## config.mk

```make
export PLATFORM = sky130hd
export DESIGN_NAME = vram_arbiter
export DESIGN_NICKNAME = d
export VERILOG_FILES = /design/src/rtl/vram_pkg.sv /design/src/rtl/vram_arbiter.sv
export SDC_FILE = /design/constraint.sdc
export NUM_CORES = 1
export LEC_CHECK = 0
export ABC_AREA = 1
export BUFFER_PORTS_ARGS = -buffer_cell sky130_fd_sc_hd__buf_2
export CORE_MARGIN = 5
export CORE_UTILIZATION = 39
export DETAILED_ROUTE_END_ITERATION = 7
export GPL_TIMING_DRIVEN = 1
export PLACE_DENSITY = 0.71
export SLEW_MARGIN = 40
export SYNTH_ARGS = -nofsm -noshare
export SYNTH_HDL_FRONTEND = slang
export SYNTH_SLANG_ARGS = --single-unit
```

## constraint.sdc

```tcl
create_clock -name clk -period 2.05 [get_ports clk]
set_clock_uncertainty 0.1 [all_clocks]
set_input_delay 0.41 -clock clk [delete_from_list [all_inputs] [get_ports clk]]
set_output_delay 0.41 -clock clk [all_outputs]
set_load 0.01 [all_outputs]
```

## src/rtl/vram_pkg.sv

```systemverilog
// Shared definitions for the VRAM arbiter: default bus widths and the
// grant tag remembered from one cycle to the next.
package vram_pkg;

  localparam int unsigned VRAM_ADDR_WIDTH = 16;
  localparam int unsigned VRAM_DATA_WIDTH = 8;

  typedef enum logic [1:0] {
    NONE = 2'd0,
    VID  = 2'd1,
    CPU  = 2'd2
  } last_grant_e;

endpackage

```

## src/rtl/vram_arbiter.sv

```systemverilog
// Single-port VRAM arbiter between video scanout and the CPU.
//
// last_grant | meaning
// -----------+--------------------------------------------------------
// NONE       | no access last cycle, nothing returns this cycle
// VID        | video read issued last cycle, ram_rdata is video data
// CPU        | CPU access issued last cycle, cpu_done pulses this cycle
//
// Video normally wins; starve_cnt counts video grants taken while the CPU
// waits, and once it reaches MAX_VID_BURST the CPU gets the next slot.
module vram_arbiter
  import vram_pkg::*;
#(
  parameter int unsigned ADDR_WIDTH    = VRAM_ADDR_WIDTH,
  parameter int unsigned DATA_WIDTH    = VRAM_DATA_WIDTH,
  parameter int unsigned MAX_VID_BURST = 4
) (
  input  logic                  clk,
  input  logic                  reset,
  input  logic                  vid_req,
  input  logic [ADDR_WIDTH-1:0] vid_addr,
  output logic                  vid_gnt,
  output logic [DATA_WIDTH-1:0] vid_rdata,
  output logic                  vid_valid,
  input  logic                  cpu_req,
  input  logic                  cpu_we,
  input  logic [ADDR_WIDTH-1:0] cpu_addr,
  input  logic [DATA_WIDTH-1:0] cpu_wdata,
  output logic                  cpu_gnt,
  output logic [DATA_WIDTH-1:0] cpu_rdata,
  output logic                  cpu_done,
  output logic [ADDR_WIDTH-1:0] ram_addr,
  output logic [DATA_WIDTH-1:0] ram_wdata,
  output logic                  ram_we,
  input  logic [DATA_WIDTH-1:0] ram_rdata
);

  localparam logic [3:0] BURST_LIMIT = 4'(MAX_VID_BURST);

  last_grant_e           last_grant_q, last_grant_d;
  logic [3:0]            starve_cnt_q, starve_cnt_d;
  logic                  cpu_rd_q, cpu_rd_d;
  logic [ADDR_WIDTH-1:0] ram_addr_q;
  logic [DATA_WIDTH-1:0] cpu_rdata_q;
  logic                  cpu_wins;

  // Grant decision: CPU only beats video once video has had its burst.
  always_comb begin
    cpu_wins = cpu_req & (~vid_req | (starve_cnt_q == BURST_LIMIT));
    cpu_gnt  = ~reset & cpu_wins;
    vid_gnt  = ~reset & vid_req & ~cpu_wins;
  end

  // Next-state: grant tag, read/write flavour of a CPU access, starvation count.
  always_comb begin
    last_grant_d = NONE;
    cpu_rd_d     = cpu_rd_q;
    starve_cnt_d = starve_cnt_q;
    if (vid_gnt) begin
      last_grant_d = VID;
    end else if (cpu_gnt) begin
      last_grant_d = CPU;
      cpu_rd_d     = ~cpu_we;
    end
    if (~cpu_req | cpu_gnt) begin
      starve_cnt_d = '0;
    end else if (vid_gnt && (starve_cnt_q != BURST_LIMIT)) begin
      starve_cnt_d = starve_cnt_q + 4'd1;
    end
  end

  // RAM port mux and return-path outputs; the address parks when idle.
  always_comb begin
    ram_addr  = ram_addr_q;
    ram_wdata = '0;
    ram_we    = 1'b0;
    if (reset) begin
      ram_addr = '0;
    end else if (vid_gnt) begin
      ram_addr = vid_addr;
    end else if (cpu_gnt) begin
      ram_addr  = cpu_addr;
      ram_wdata = cpu_wdata;
      ram_we    = cpu_we;
    end
    vid_valid = ~reset & (last_grant_q == VID);
    vid_rdata = vid_valid ? ram_rdata : '0;
    cpu_done  = ~reset & (last_grant_q == CPU);
    cpu_rdata = (cpu_done & cpu_rd_q) ? ram_rdata : cpu_rdata_q;
  end

  // State registers; reset drops any access still in flight.
  always_ff @(posedge clk) begin
    if (reset) begin
      last_grant_q <= NONE;
      starve_cnt_q <= '0;
      cpu_rd_q     <= 1'b0;
      ram_addr_q   <= '0;
      cpu_rdata_q  <= '0;
    end else begin
      last_grant_q <= last_grant_d;
      starve_cnt_q <= starve_cnt_d;
      cpu_rd_q     <= cpu_rd_d;
      ram_addr_q   <= ram_addr;
      cpu_rdata_q  <= cpu_rdata;
    end
  end

endmodule
```

== Yosys cells after proc, flatten, opt, wreduce, memory -nomap -nowiden ==
Index checks and enable logic that the tools add are counted.
Word-level totals
  logic and storage cells: 43
  register bits after elaboration: 31
  output and inout port bits: 45
Cells by class
  reductions and logical operators: 4
  equal/unequal tests: 4
  mux-type cells: 13
  bitwise gates (word level): 15
  $add $sub $neg: 1
Operator list (number)
  $mux 16: 3
  $mux 8: 5
  $and 1x1->1: 7
  $not 1->1: 6
  $add 4x1->4 const B: 1
  $eq 4x3->1 const B: 1
  $mux 1: 4
  $ne 4x3->1 const B: 1
  $reduce_or 2->1: 2
  $eq 2x1->1 const B: 1
  $eq 2x2->1 const B: 1
  $mux 2: 1
  $or 1x1->1: 2
  $reduce_and 2->1: 1
  $logic_and 1x1->1: 1

== Depth between registers and ports, before layout ==
Gate-level depths: netlist of run 1.
  word-level depth: 7
  depth in mapped cells: 9
  mapped depth without buffers: 8

== Worst setup path after synthesis of run 1 ==
Ideal clock, no wire load.
  kind: register -> output
  start point: register starve_cnt_q[0]
  end point: output port ram_addr[1]
  data arrival time: 1.273 ns
  stages on the path, launching flop included: 9
  path slack: 0.267 ns
  cells stage by stage: dfxtp_1 inv_1 ha_1 nand4_2 nand3_1 inv_2 buf_6 nand2_1 nand2_1
On the way
  word-level cells in the longest chain between the ends: 7
RTL lines
  from (decl): line vram_arbiter.sv:41  | logic [3:0] starve_cnt_q, starve_cnt_d;
  from (signal assigned): line vram_arbiter.sv:102  | starve_cnt_q <= starve_cnt_d;
  $eq 4x3->1: line vram_arbiter.sv:49  | cpu_wins = cpu_req & (~vid_req | (starve_cnt_q == BURST_LIMIT));
  $or 1x1->1: line vram_arbiter.sv:49
  $and 1x1->1: line vram_arbiter.sv:49
  $not 1->1: line vram_arbiter.sv:51  | vid_gnt = ~reset & vid_req & ~cpu_wins;
  $and 1x1->1: line vram_arbiter.sv:51
  net vid_gnt: line vram_arbiter.sv:22  | output logic vid_gnt,
  $mux 16: line vram_arbiter.sv:79  | end else if (vid_gnt) begin
  $mux 16: line vram_arbiter.sv:77  | if (reset) begin
  to (decl): line vram_arbiter.sv:32  | output logic [ADDR_WIDTH-1:0] ram_addr,
The timed path passes the listed nets, and every way through them passes these cells.

== Final worst setup path of run 1 ==
  start point: register starve_cnt_q[1]
  end point: output port ram_addr[11]
On the way
  word-level cells in the longest chain between the ends: 7
RTL lines (line)
  $eq 4x3->1 *: vram_arbiter.sv:49
  $or 1x1->1 *: vram_arbiter.sv:49
  $and 1x1->1 *: vram_arbiter.sv:49
  $and 1x1->1 / $not 1->1 (equally long branches): vram_arbiter.sv:50, vram_arbiter.sv:51
  $mux 16 / $and 1x1->1 (equally long branches): vram_arbiter.sv:81, vram_arbiter.sv:51
  $mux 16 *: vram_arbiter.sv:79
  $mux 16 *: vram_arbiter.sv:77
Every way passes the cells marked *; elsewhere a longest branch is shown, timed or not.

==> impl_metrics.py, run 1 <==
metrics = {
    "run_status": {
        "status": "complete, but fails checks",
        "violations": "setup timing",
    },
    "clock_network": {
        "cts_buffers": 5,
        "cts_tree": "yes",
        "cts_max_level": 2,
        "cts.path.max_buffers": 2,
        "clock_sinks": 31,
        "clkTransAtPathRegs_ns": 0.06,
        "clk_latency_ns": 0.28,
        "cts-root-buf": "clkbuf_8",
    },
    "critical_path": {
        "critical_path_class": "reg -> out",
        "cp_cell_sequence": "inv_2 > ha_4 > nand4_4 > nand3_4 > clkinvlp_4 > nand2_1 > nand2_1 > buf_2",
        "cp-end-kind": "output port",
        "crit_arrival_ns": 1.70,
        "critical_path.startpoint_type": "register",
        "required_ns": 1.54,
        "critPathMaxFanout": 8,
        "max_stage_delay_ns": 0.33,
        "cpMostUsedCell": "nand2_1",
        "slowest_stage": "dfxtp_2",
    },
    "die": {
        "pin_count": 98,
        "dieArea_um2": 6210,
        "row_count": 25,
        "start_util_pct": 39.6,
        "die_y_um": 78.8,
        "die_x_um": 78.8,
        "core_um2": 4660,
    },
    "timing": {
        "finalHoldViolCount": 0,
        "drv_slew": 0,
        "fmax_mhz": 453,
        "finalCritPeriodShare_pct": 108,
        "period_needed_ns": 2.21,
        "fin_tns_setup_ns": -2.09,
        "tightest_slew_ns": 0.345,
        "grt_setup_unrepaired": "yes",
        "finalSetupViolCount": 26,
        "worst_slack_ns": -0.156,
        "slew_headroom_pct": 76.9,
    },
    "placement": {
        "place_area_um2": 2400,
        "dp_cells": 416,
        "io_buffers": 97,
        "routabilityCongestion": 0.792,
        "pre_cts_ws_ns": 0.00841,
        "dp_hpwl_mm": 3.38,
    },
    "routing": {
        "dr_total_vias": 1936,
        "drc": 0,
        "drt_iter0_markers": 85,
        "viasPerCell": 4.43,
        "wl_mm": 5.13,
        "wl_per_cell_um": 11.7,
        "antenna_left": 0,
        "drt-pass1-iter-count": 4,
    },
    "yosys": {
        "synth_cell_types": 24,
        "ys_warn_count": 0,
        "syn_inst": 264,
        "async_flop_share_pct": 0,
        "ys_ff_latch": 31,
        "synth.top_cell.area_share_pct": 33.6,
        "synth_top_cells_by_area": "dfxtp_1, nand2_1, inv_1",
        "synth_area_leader_cell": "dfxtp_1",
        "synth_ff_type": "dfxtp_1",
        "yosysMostFrequentCell": "nand2_1",
        "yosysSeqAreaShare_pct": 33.6,
        "yosys-top-cells-count": "nand2_1, inv_1, dfxtp_1, nor2_1, nand3b_1",
        "synthesis.nets": 319,
        "avgSynthCellArea_um2": 6.99,
        "syn-cell-area_um2": 1850,
        "synth-edff-count": 0,
    },
    "final_layout": {
        "diodes": 0,
        "stdcell_count": 437,
        "drive_gt1_share_pct": 47.3,
        "n_fill_cell": 416,
        "final_nets": 437,
        "area_delta_synth_final_pct": 55.9,
        "fin_area_um2": 2880,
    },
    "global_route": {
        "grt_max_degree": 18,
        "grt_pass1_vias": 1740,
        "antenna_found_initial": 0,
        "grt_remaining_overflow": 0,
        "grt_usage_pct": 15.2,
        "grt_pass1_wl_mm": 7.52,
    },
    "power": {
        "p_total_mw": 1.50,
        "powerDensity_nw_per_um2": 523,
        "leakagePower_nw": 1.72,
        "vdd_drop_max_uv": 394,
    },
    "min_path": {
        "hp-class": "in -> reg",
    },
    "job": {
        "maxCapViolCount": 0,
    },
}
## worst max-delay path: cells and delay by family, from the launching register on
| family | cells | cell delay [ns] |
|---|---|---|
| adder cells (fa/ha/maj) | 1 | 0.17 |
| buffers and inverters | 3 | 0.44 |
| flip-flops | 1 | 0.33 |
| AND/OR/NAND/NOR | 4 | 0.48 |
## cell type report
cell class | instances | area [µm²] | share of cell area, %
clock buffer | 8 | 100 | 3.48
inverter | 61 | 236 | 8.22
multi-input combinational | 164 | 1060 | 36.7
sequential | 31 | 624 | 21.7
tap | 54 | 67.6 | 2.35
timing repair buffer | 118 | 785 | 27.3
timing repair inverter | 1 | 7.51 | 0.261
## stage by stage
| stage | hold WS (ns) | util, % |
|---|---|---|
| after floorplan | 0.330 | - |
| after global placement | 0.345 | 51.4 |
| after detailed placement | 0.357 | 51.4 |
| after CTS | 0.235 | 56.5 |
| after global routing | 0.248 | 61.7 |
| final | 0.241 | 61.7 |
## cell families after synthesis
kind of cell / share of synthesized area (%)
simple gates: 43.9
buf+inv: 16.8
flops: 33.6
compound gates: 3.86
fa+ha+maj: 1.36
xor+xnor: 0.475
## power by group
part | internal, mW | switching (mW)
sequential | 0.630 | 0.00837
clock | 0.306 | 0.217
combinational | 0.160 | 0.182
total | 1.10 | 0.408
## state kept, by name (all words and copies together) (netlist names)
signal / flops
ram_addr_q: 16
last_grant_q: 2
starve_cnt_q: 4
cpu_rd_q: 1
cpu_rdata_q: 8
## layout by cell type (no fill, tap or decap), drive strengths merged
master and n:
a21oi 2, buf 117, clkbuf 9, clkinvlp 1
dfxtp 31, ha 2, inv 61, nand2 78
nand3 21, nand3b 16, nand4 1, nor2 31
nor3 2, o21ai 10, xnor2 1
## final timing paths
path,from,end,slack (ns),cells after the start
worst max-delay path,starve_cnt_q[1],ram_addr[11],-0.16,8
worst max register to register,starve_cnt_q[1],ram_addr_q[13],0.49,8
worst min register to register,starve_cnt_q[3],starve_cnt_q[3],0.40,2
worst min-delay path,vid_addr[8],ram_addr_q[8],0.24,3
## what timing repair did
action / 4_1_cts / 5_1_grt
cloned: 2 / 1
endpoints found under the setup margin: 27 / 34
gates resized for setup: 21 / 37
pin swaps: 3 / 6
setup buffers: 2 / 8
hold buffers: 0 / 0
## layer usage
metal  up-vias  GRT usage [%]  wire length, µm
met5         -              0                0
met4         0           5.24               68
met3         7           3.74              343
met2        62           26.2             2520
met1       850           18.3             2200
li1       1017              -                -
Note: power is estimated with default switching activity, not from simulation.
==> run 2, diff against run 1 <==
Settings changed: BUFFER_PORTS_ARGS -buffer_cell sky130_fd_sc_hd__buf_2 to -buffer_cell sky130_fd_sc_hd__buf_4.
==> run 2 against run 1 <==
The run still ends with setup timing left. Maximum frequency increased by 2.1%. Count of clock-buffer cells in the layout decreased by 1. Sequential cell count unchanged. Sequential power about the same. Routed wire length increased by 2.5%. Final cell count decreased by 0.46%. Global-route usage increased by 1.5 points. Setup slack improved by 0.046 ns. Die area unchanged. Via count increased by 1.3%. Critical endpoint is now ram_addr[13].
==> impl_metrics.py, run 2 (synthesis results as in run 1) <==
metrics = {
    "timing": {
        "fin_tns_setup_ns": -1.95,
        "fmax_mhz": 463,
        "worst_slack_ns": -0.110,
        "tightest_slew_ns": 0.335,
        "grt_setup_unrepaired": "yes",
        "slew_headroom_pct": 77.6,
        "finalHoldViolCount": 0,
        "period_needed_ns": 2.16,
        "hold_ws_ns": 0.236,
        "finalCritPeriodShare_pct": 105,
        "finalSetupViolCount": 25,
        "drv_slew": 0,
    },
    "global_route": {
        "use_met1_pct": 18.8,
        "grt_remaining_overflow": 0,
        "antenna_found_initial": 0,
        "grt_max_degree": 17,
        "grt_use_met2_pct": 29.0,
        "use_met3_pct": 6.46,
        "grt_pass1_wl_mm": 8.18,
        "grt_pass1_vias": 1850,
        "grt_usage_pct": 16.7,
        "busiest_layer": "met2",
    },
    "clock_network": {
        "cts_hold_buf": 0,
        "cts_buffers": 5,
        "cts_tree": "yes",
        "clk_latency_ns": 0.28,
        "clkTransAtPathRegs_ns": 0.06,
        "cts_max_level": 2,
        "clock_sinks": 31,
        "cts.path.max_buffers": 2,
        "cts-root-buf": "clkbuf_8",
    },
    "routing": {
        "viasPerCell": 4.51,
        "dr_total_vias": 1961,
        "antenna_left": 0,
        "drt_iter0_markers": 52,
        "drc": 0,
        "wl_per_cell_um": 12.1,
        "drt-pass1-iter-count": 4,
        "wl_mm": 5.26,
    },
    "power": {
        "p_comb_share_pct": 27.3,
        "p_sw_mw": 0.418,
        "pwr-share-clk_pct": 30.1,
        "p_total_mw": 1.50,
        "p_int_mw": 1.08,
        "powerDensity_nw_per_um2": 472,
        "vdd_drop_max_uv": 405,
        "seqPwrFrac_pct": 42.6,
        "swShare_pct": 27.9,
        "leakagePower_nw": 1.76,
    },
    "die": {
        "dieArea_um2": 6210,
        "core_um2": 4660,
        "die_y_um": 78.8,
        "die_x_um": 78.8,
        "row_count": 25,
        "pin_count": 98,
        "start_util_pct": 39.6,
    },
    "placement": {
        "dp_hpwl_mm": 3.61,
        "routabilityCongestion": 0.750,
        "dp_cells": 417,
        "place_area_um2": 2660,
        "io_buffers": 97,
    },
    "final_layout": {
        "top_register": "ram_addr_q",
        "stdcell_count": 435,
        "area_delta_synth_final_pct": 72.2,
        "diodes": 0,
        "largest_reg_flops": 16,
        "fin_area_um2": 3180,
        "final_nets": 435,
        "final_common_cell": "buf_4",
        "layout_common_cells": "buf_4, inv_1, nand2_1",
        "drive_gt1_share_pct": 50.7,
        "largestRegisters": "ram_addr_q: 16 flops, cpu_rdata_q: 8 flops, starve_cnt_q: 4 flops",
    },
    "critical_path": {
        "required_ns": 1.54,
        "slowest_stage": "dfxtp_2",
        "critical_path_class": "reg -> out",
        "critPathMaxFanout": 7,
        "cp-end-kind": "output port",
        "critical_path.startpoint_type": "register",
        "max_stage_delay_ns": 0.32,
        "reg2reg_slack_ns": 0.63,
        "cp_cell_sequence": "inv_2 > ha_4 > nand4_4 > a21oi_4 > buf_6 > nand3_2 > nand2_1 > buf_4",
        "crit_arrival_ns": 1.65,
    },
    "run_status": {
        "violations": "setup timing",
        "status": "complete, but fails checks",
    },
    "min_path": {
        "hp-class": "in -> reg",
    },
    "job": {
        "maxCapViolCount": 0,
    },
}
==> run 2: final timing paths <==
path / start / depth (start not counted) / to
setup / recovery: starve_cnt_q[1] / 8 / ram_addr[13]
hold / removal: vid_addr[10] / 3 / ram_addr_q[10]
setup reg to reg: starve_cnt_q[1] / 8 / ram_addr_q[4]
hold reg to reg: starve_cnt_q[3] / 2 / starve_cnt_q[3]
==> run 2: per-stage QoR <==
step | worst slack, ns | utilization (%)
after floorplan | 0.267 | -
after global placement | 0.101 | 57.1
after detailed placement | 0.0713 | 57.1
after CTS | -0.0739 | 63.8
after global routing | -0.209 | 68.2
final | -0.110 | 68.2
==> run 2: layout make-up <==
class                      count  area, µm²
inverter                      61        231
fill                         378       1480
sequential                    31        622
timing repair buffer         116       1020
tap                           54       67.6
multi-input combinational    164       1140
timing repair inverter         1       7.51
clock buffer                   7       76.3
clock inverter                 1       5.00
==> run 2: power groups by stage <==
stage | logic, mW | clock network (mW) | registers [mW]
5_1_grt | 0.448 | 0.496 | 0.640
3_3_place_gp | 0.325 | 0 | 0.650
3_5_place_dp | 0.329 | 0 | 0.650
6_report | 0.409 | 0.452 | 0.638
4_1_cts | 0.376 | 0.465 | 0.637
2_1_floorplan | 0.166 | 0 | 0.649
==> run 2: worst max-delay path: cells and delay by family (launching register included) <==
kind,cells,cell delay [ns]
fa+ha+maj,1,0.17
simple gates,3,0.31
buf+inv,3,0.37
flops,1,0.32
compound gates,1,0.20
==> run 2: what timing repair did <==
action,in CTS,in global routing
pin swaps,13,2
endpoints found under the setup margin,25,35
endpoints found under the hold margin,0,0
resized for setup,47,44
gates cloned,1,0
buffers inserted,6,3
==> run 2: layer usage <==
| layer | wire [µm] | part of all wire [%] |
|---|---|---|
| met1 | 2170 | 41 |
| met2 | 2620 | 50 |
| met3 | 390 | 7.4 |
| met4 | 74 | 1.4 |
| met5 | 0 | 0 |
==> run 3, diff against run 2 <==
Settings changed: CORE_UTILIZATION 39 to 30, PLACE_DENSITY 0.71 to unset.
==> run 3 against run 2 <==
Sequential cell count unchanged. Clock power decreased by 0.9%. Count of clock-buffer cells in the layout decreased by 2. Global-route usage decreased by 3.7 points. Die area increased by 26%. Largest cell class unchanged. Final area decreased by 4.6%. Final cell count increased by 3.9%. The run still ends with setup timing left. Critical path depth increased by 3. Total power decreased by 2.7%.
==> impl_metrics.py, run 3 (synthesis results as in run 1) <==
metrics = {
    "timing": {
        "drv_slew": 0,
        "worst_slack_ns": -0.129,
        "period_needed_ns": 2.18,
        "finalSetupViolCount": 25,
        "finalCritPeriodShare_pct": 106,
        "finalHoldViolCount": 0,
        "fmax_mhz": 459,
        "hold_ws_ns": 0.244,
        "grt_setup_unrepaired": "yes",
        "slew_headroom_pct": 76.8,
        "fin_tns_setup_ns": -1.40,
        "tightest_slew_ns": 0.347,
    },
    "final_layout": {
        "diodes": 0,
        "final_nets": 431,
        "ff_latch_area_um2": 624,
        "layout_common_cells": "buf_4, nand2_1, inv_1",
        "area_delta_synth_final_pct": 64.2,
        "drive_gt1_share_pct": 44.0,
        "top_register": "ram_addr_q",
        "largestRegisters": "ram_addr_q: 16 flops, cpu_rdata_q: 8 flops, starve_cnt_q: 4 flops",
        "n_fill_cell": 598,
        "largest_reg_flops": 16,
        "stdcell_count": 452,
        "final_common_cell": "buf_4",
        "multi_input_area_um2": 1010,
    },
    "critical_path": {
        "critPathMaxFanout": 5,
        "reg2reg_slack_ns": 0.59,
        "required_ns": 1.54,
        "cp-end-kind": "output port",
        "crit_arrival_ns": 1.67,
        "reg2reg_depth": 9,
        "worstReg2RegStart": "starve_cnt_q[0]",
        "critical_path_class": "reg -> out",
        "rr_endpoint": "cpu_rd_q",
        "critical_path.startpoint_type": "register",
    },
    "die": {
        "pin_count": 98,
        "die_x_um": 88.4,
        "core_um2": 5960,
        "start_util_pct": 31.0,
        "die_y_um": 88.4,
        "dieArea_um2": 7820,
        "row_count": 28,
    },
    "min_path": {
        "hp-class": "in -> reg",
        "holdPathEnd": "ram_addr_q[2]",
        "min_from": "vid_addr[2]",
        "hold_depth": 3,
    },
    "global_route": {
        "grt_remaining_overflow": 0,
        "grt_pass1_wl_mm": 8.03,
        "antenna_found_initial": 0,
        "grt_max_degree": 18,
        "grt_usage_pct": 13.0,
        "grt_pass1_vias": 1832,
    },
    "clock_network": {
        "clk_latency_ns": 0.27,
        "cts_buffers": 5,
        "clock_sinks": 31,
        "cts-root-buf": "clkbuf_8",
        "cts_tree": "yes",
        "cts_max_level": 2,
        "clkTransAtPathRegs_ns": 0.06,
        "cts.path.max_buffers": 2,
    },
    "routing": {
        "viasPerCell": 4.23,
        "drc": 0,
        "antenna_left": 0,
        "wl_per_cell_um": 11.2,
        "drt-pass1-iter-count": 4,
        "dr_total_vias": 1911,
        "wl_mm": 5.07,
        "drt_iter0_markers": 17,
    },
    "placement": {
        "io_buffers": 97,
        "pre_cts_ws_ns": 0.109,
        "dp_hpwl_mm": 3.77,
        "routabilityCongestion": 0.702,
        "dp_cells": 438,
    },
    "power": {
        "vdd_drop_max_uv": 314,
        "powerDensity_nw_per_um2": 481,
        "p_total_mw": 1.46,
        "leakagePower_nw": 1.74,
    },
    "run_status": {
        "status": "complete, but fails checks",
        "violations": "setup timing",
    },
    "job": {
        "maxCapViolCount": 0,
    },
}
run 3: layout make-up:
| class | count | share of cell area, % |
|---|---|---|
| clock buffer | 5 | 2.27 |
| inverter | 61 | 7.64 |
| sequential | 31 | 20.6 |
| clock inverter | 3 | 0.495 |
| multi-input combinational | 164 | 33.3 |
| timing repair buffer | 113 | 32.6 |
| tap | 75 | 3.10 |
run 3: worst max path at each step:
stage,startpoint,endpoint,slack (ns),depth (start not counted)
detailed placement,starve_cnt_q[1],ram_addr[15],0.11,10
floorplan,starve_cnt_q[0],ram_addr[1],0.27,8
global placement,starve_cnt_q[1],ram_addr[15],0.13,10
CTS,starve_cnt_q[1],ram_addr[5],-0.15,11
finish,starve_cnt_q[0],ram_addr[5],-0.13,11
global route,starve_cnt_q[0],ram_addr[5],-0.22,11
run 3: worst max-delay path, cell delays in order, from the launching register on:
cell     delay (ns)
dfxtp_2        0.32
inv_2          0.07
ha_4           0.16
nand3_4        0.07
nand2_4        0.10
nand2_8        0.08
buf_12         0.15
buf_16         0.13
nand2_4        0.06
nand3_4        0.08
nand2_2        0.08
buf_6          0.10
run 3: per-layer routing:
layer	vias to the layer above	part of all wire, %	global-route usage (%)
li1	1010	-	-
met2	51	52	23.7
met5	-	0	0
met3	6	7.2	4.19
met4	0	0.95	3.57
met1	844	40	14.6
run 3: repair_timing:
action	4_1_cts	5_1_grt
pin swaps	5	6
endpoints found under the setup margin	26	34
resized for setup	29	11
buffers inserted	5	0
hold buffers	0	0
cloned	3	0
run 3: through the flow:
step                cell area [µm²]  util, %
global placement               2700     45.3
global route                   3030     50.9
finish                         3030     50.9
floorplan                      1850        -
CTS                            3000     50.4
detailed placement             2700     45.3
run 3: power breakdown:
group / internal [mW] / switching [mW]
Sequential: 0.630 / 0.00778
Clock: 0.232 / 0.217
Combinational: 0.200 / 0.173
Total: 1.06 / 0.397
